$ cat config.mk
export PLATFORM = sky130hd
export DESIGN_NAME = nzp_cc_unit
export DESIGN_NICKNAME = d
export VERILOG_FILES = /design/src/rtl/nzp_cc_unit.sv
export SDC_FILE = /design/constraint.sdc
export NUM_CORES = 1
export LEC_CHECK = 0
export ABC_AREA = 1
export BUFFER_PORTS_ARGS = -buffer_cell sky130_fd_sc_hd__buf_2
export CAP_MARGIN = 15
export CORE_MARGIN = 3
export CORE_UTILIZATION = 49
export CTS_CLUSTER_DIAMETER = 150
export DETAILED_ROUTE_END_ITERATION = 16
export GPL_ROUTABILITY_DRIVEN = 0
export GPL_TIMING_DRIVEN = 0
export PLACE_DENSITY = 0.8
export SLEW_MARGIN = 20
export SYNTH_ARGS = -nofsm -noshare
export SYNTH_HDL_FRONTEND = slang
export SYNTH_SLANG_ARGS = --single-unit
$ cat constraint.sdc
create_clock -name Clk -period 2.25 [get_ports Clk]
set_input_delay 0.45 -clock Clk [delete_from_list [all_inputs] [get_ports Clk]]
set_output_delay 0.45 -clock Clk [all_outputs]
set_load 0.02 [all_outputs]
$ cat src/rtl/nzp_cc_unit.sv
// Condition-code unit: NZP decode/hold register, LIFO save stack for interrupt
// entry and RTI, and a registered branch-taken decision.
module nzp_cc_unit #(
  parameter int WIDTH     = 16,
  parameter int DEPTH     = 4,
  parameter int SIGNED_CC = 1
) (
  input  logic                       Clk,
  input  logic                       Reset_n,
  input  logic                       Load,
  input  logic [WIDTH-1:0]           Result,
  input  logic                       Push,
  input  logic                       Pop,
  input  logic                       BrEval,
  input  logic [2:0]                 BrCond,
  input  logic                       ErrClr,
  output logic [2:0]                 NZP,
  output logic                       BrTaken,
  output logic [$clog2(DEPTH+1)-1:0] StackCount,
  output logic                       StackFull,
  output logic                       StackEmpty,
  output logic                       Overflow,
  output logic                       Underflow
);

  localparam int CW    = $clog2(DEPTH+1);
  localparam int IW    = (DEPTH > 1) ? $clog2(DEPTH) : 1;
  localparam int SLOTS = 1 << IW;

  logic [2:0]    stack [SLOTS];
  logic [2:0]    decoded;
  logic [2:0]    nzp_next;
  logic [CW-1:0] count_next;
  logic [IW-1:0] wr_idx;
  logic [IW-1:0] top_idx;
  logic          pop_ok;
  logic          do_push;
  logic          do_swap;
  logic          ovf_set;
  logic          unf_set;
  logic          br_next;

  assign StackFull  = (StackCount == CW'(DEPTH));
  assign StackEmpty = (StackCount == '0);
  assign wr_idx     = IW'(StackCount);
  assign top_idx    = IW'(StackCount - CW'(1));

  always_comb begin
    decoded = 3'b001;
    if ((SIGNED_CC != 0) && Result[WIDTH-1])
      decoded = 3'b100;
    else if (Result == '0)
      decoded = 3'b010;
  end

  // A pop on a non-empty stack combined with a push becomes a swap; a pop on an
  // empty stack is void, so any accompanying push proceeds as a plain push.
  always_comb begin
    pop_ok     = Pop & ~StackEmpty;
    do_swap    = Push & pop_ok;
    do_push    = Push & ~pop_ok & ~StackFull;
    ovf_set    = Push & ~pop_ok & StackFull;
    unf_set    = Pop & StackEmpty;
    count_next = StackCount;
    if (do_push)
      count_next = StackCount + CW'(1);
    else if (pop_ok && !Push)
      count_next = StackCount - CW'(1);
    nzp_next = NZP;
    if (pop_ok)
      nzp_next = stack[top_idx];
    else if (Load)
      nzp_next = decoded;
    br_next = BrEval & ((BrCond == 3'b111) | (|(BrCond & NZP)));
  end

  always_ff @(posedge Clk or negedge Reset_n) begin
    if (!Reset_n) begin
      NZP        <= '0;
      BrTaken    <= 1'b0;
      StackCount <= '0;
      Overflow   <= 1'b0;
      Underflow  <= 1'b0;
    end else begin
      NZP        <= nzp_next;
      BrTaken    <= br_next;
      StackCount <= count_next;
      Overflow   <= ovf_set | (Overflow & ~ErrClr);
      Underflow  <= unf_set | (Underflow & ~ErrClr);
    end
  end

  // Stack contents need no reset; only StackCount qualifies them.
  always_ff @(posedge Clk) begin
    if (do_push)
      stack[wr_idx] <= NZP;
    else if (do_swap)
      stack[top_idx] <= NZP;
  end

endmodule

==> summary.md <==
| Metric | Value |
|---|---|
| Worst Hold Path Cells | 2 |
| Post-detailed-route DRC marker count | 0 |
| Mean Syn Cell Area | between 8 and 9 um^2 |
| Cell count after placement | 197 |
| Final layout net count | about 200 |
| Clock tree from TritonCTS | built |
| CP bufs+invs | 4 |
| Most used cell along the critical path | sky130_fd_sc_hd__buf_2 |
| Worst-path cell with the longest stage delay | sky130_fd_sc_hd__dfrtp_1 |
| Number of setup buffers added after CTS | 0 |
| Depth of the CTS H-tree | 1 |
| Static leakage | 0.709 nW |
| I/O Pins | 37 |
| VDD IR-drop max | between 700 and 800 uV |
| HPWL Detailed | ~2000 um |
| Max Freq | 485 MHz |
| Register-to-register setup slack | between 0.2 and 0.3 ns |
| Non-filler cells in the finished layout | 202 |
| Synthesis Warnings | 0 |
| Most frequent standard cell in the layout excluding fill and tap cells | sky130_fd_sc_hd__nand2_1 |
| Worst endpoint required time | about 1.8 ns |
| Number of hold violations in the final report | 0 |
| Crit. Startpoint | StackCount[0] |
| Die area | 0.00290 mm^2 |
| Top cell type by total area after synthesis | sky130_fd_sc_hd__edfxtp_1 |
| Sink Count | 21 |
| RSZ-0062 raised after global routing | no |
| Synth top area cells | sky130_fd_sc_hd__edfxtp_1 32%, sky130_fd_sc_hd__dfrtp_1 20%, sky130_fd_sc_hd__nand2_1 13% |
| Global route total overflow | 0 |
| Post-Synthesis Cells | between 100 and 150 |
| Worst min-delay path category | input port to flip-flop |
| Sequential element share of the synthesized area | 52.2% |
| Ratio of final minimum period to clock period | about nine tenths |
| Mapped cell area | 0.00112 mm^2 |
| Wire length per cell | around 13 um |
| Data arrival time at the worst-slack endpoint | between 1.5 and 2 ns |
| First-pass GRT wire length | 4360 um |
| Critical path peak fanout | 11 |
| Starting density of the core | a little over half |
| Total via count in the routed design | between 1000 and 1500 |
| Slew Limit Fails | 0 |
| Share of final-layout standard cells stronger than drive strength 1 | 28.0% |
| Vertical die dimension | 53.9 um |
| Reg-to-Reg Start | StackCount[0] |
| Internal power | between 0.9 and 1 mW |
| Overall die width | between 50 and 60 um |
| Clock share of power | about a tenth |
| Hold Worst Slack | 0.337 ns |
| Detail-routed via count per cell | approximately 5.3 |
| Power share of the combinational group | ~50% |
| Pin count of the biggest net entering global routing | 13 |
| Cells traversed along the worst timing path | buf_2 > inv_4 > ha_2 > nand2_1 > inv_1 > buf_2 |
| Cell area power density | ~1200 mW/mm^2 |
| Instance count on the critical path | 6 |
| Capturing element type of the critical path | output port |
| Max-cap check violation count | 0 |
| Worst Setup EP | StackFull |
| Switching part of the total | about 46% |
| Worst setup SP type | flip-flop |
| Diode insertion count for antenna repair | 0 |
| Power, Total | between 1.5 and 2 mW |
| Slowest stage delay, CP | slightly above 0.4 ns |
| Worst R2R Path Depth | 8 |
| Number of distinct library cells after synthesis | 19 |
| Root Driver | sky130_fd_sc_hd__clkbuf_4 |
| Reg clk slew, reported paths | between 0.1 and 0.15 ns |
| Count of routing violations after the opening detailed-route iteration | 34 |
| Vias in the first global route | a little over 1000 |
| Count of state elements after synthesis | 21 |
| Sequential share of power | about 40% |
| Reg2Reg Capture Point | stack[3][0] |
| Post-synthesis net count | between 150 and 200 |
| Top-area cell type share of the netlist area | roughly a third |
| Global routing usage summed across all routing layers | between 20% and 30% |
| Total core area | around 0.0021 mm^2 |
| Maximum number of buffers from clock root to sink | 2 |
| Top cell family by delay on the critical path | buffers and inverters |
| Outcome | completed |
| Antenna violations before repair | 0 |
| Final critical-path required period | 2.06 ns |
| DRT antenna net count | 0 |
| Commonest cells after routing, fill and taps aside | 40 x sky130_fd_sc_hd__nand2_1, 36 x sky130_fd_sc_hd__buf_2, 23 x sky130_fd_sc_hd__nand3_1, 15 x sky130_fd_sc_hd__inv_1, 14 x sky130_fd_sc_hd__nor2_1 |
| TritonCTS Buffers | 3 |
| Slew margin rel. | between 80% and 90% |
| Insertion delay of the later-clocked pin in the worst-skew pair | approximately 0.3 ns |
| Pre-Repair DR Iteration Count | 4 |
| Final WL | approximately 2500 um |
| Classification of the worst setup path | flip-flop to output port |
| Actual transition at the worst max-transition pin | 0.268 ns |
| Total of endpoints with negative setup slack in the final report | 0 |
| Post-Route Skew | 0.000529 ns |
| Port Buffer Count | 35 |
| P&R area growth vs syn | 22.4% |
| Placement Rows | 16 |
| Final total negative setup slack | 0 ns |
| Switching power | between 0.7 and 0.8 mW |
cells in the mapped netlist (all sizes together):
library cell	instances
nor3	1
inv	18
nand2	42
dfrtp	9
o22ai	1
nand4	3
o21ai	4
buf	2
nand3	24
ha	3
a31oi	2
nor2	14
edfxtp	12
how the worst min path moves through the flow:
stage	from	end	slack, ns
floorplan	Reset_n	BrTaken	0.15
global placement	Reset_n	StackCount[1]	0.31
detailed placement	Reset_n	StackCount[0]	0.33
CTS	ErrClr	Overflow	0.34
global route	BrEval	BrTaken	0.34
finish	ErrClr	Overflow	0.34
area by class of cell:
| class | count | area, um^2 |
|---|---|---|
| Buffer | 2 | 12.5 |
| Timing Repair Buffer | 36 | 185 |
| Inverter | 18 | 72.6 |
| Tap cell | 27 | 33.8 |
| Sequential cell | 21 | 586 |
| Multi-Input combinational cell | 94 | 457 |
| Fill cell | 181 | 688 |
| Clock inverter | 1 | 5.00 |
| Clock buffer | 3 | 22.5 |
registers in the layout, indices dropped and copies added, names as in the netlist:
name and cells:
stack 12, Underflow 1, StackCount 3, BrTaken 1, NZP 3, Overflow 1
per-layer routing:
layer	track usage, %	routed length [um]
met1	25.2	1060
met2	36.9	1280
met3	3.32	140
met4	5.11	48
met5	0	0
logic make-up (layout without fill, tap and decap cells):
kind of cell	after synthesis	count (layout)	synth area share, %
compound gates	7	7	3.79
fa+ha+maj	3	3	3.34
buf+inv	20	60	7.36
flops	21	21	52.2
simple gates	84	84	33.3
power by group through the flow:
stage          sequential, mW  combinational (mW)  clock [mW]
6_report                0.683               0.851       0.179
5_1_grt                 0.699               0.955       0.201
3_3_place_gp            0.686               0.801           0
4_1_cts                 0.685               0.842       0.182
2_1_floorplan           0.747               0.519           0
3_5_place_dp            0.693               0.834           0
per-stage QoR:
| stage | worst slack (ns) | cell area [um^2] | utilization [%] |
|---|---|---|---|
| after floorplan | 0.319 | 1120 | - |
| after global placement | 0.293 | 1330 | 64.6 |
| after detailed placement | 0.217 | 1330 | 64.6 |
| after CTS | 0.104 | 1370 | 66.4 |
| after global routing | 0.0532 | 1370 | 66.6 |
| final | 0.188 | 1370 | 66.6 |
worst reg2reg max path, stage by stage, from the launching register on:
cell and delay (ns):
sky130_fd_sc_hd__dfrtp_1 0.38, sky130_fd_sc_hd__buf_2 0.23, sky130_fd_sc_hd__inv_4 0.09, sky130_fd_sc_hd__ha_2 0.22, sky130_fd_sc_hd__nand2_4 0.10, sky130_fd_sc_hd__nand3_2 0.11
sky130_fd_sc_hd__o21ai_2 0.21, sky130_fd_sc_hd__inv_1 0.08, sky130_fd_sc_hd__nor2_1 0.24
repair_timing:
action / in CTS / in global routing
setup endpoints to repair: 0 / 1
hold buffers: 1 / 0
gates resized for setup: 0 / 2
endpoints found under the hold margin: 9 / 0
Power figures use the tool's default switching activity.
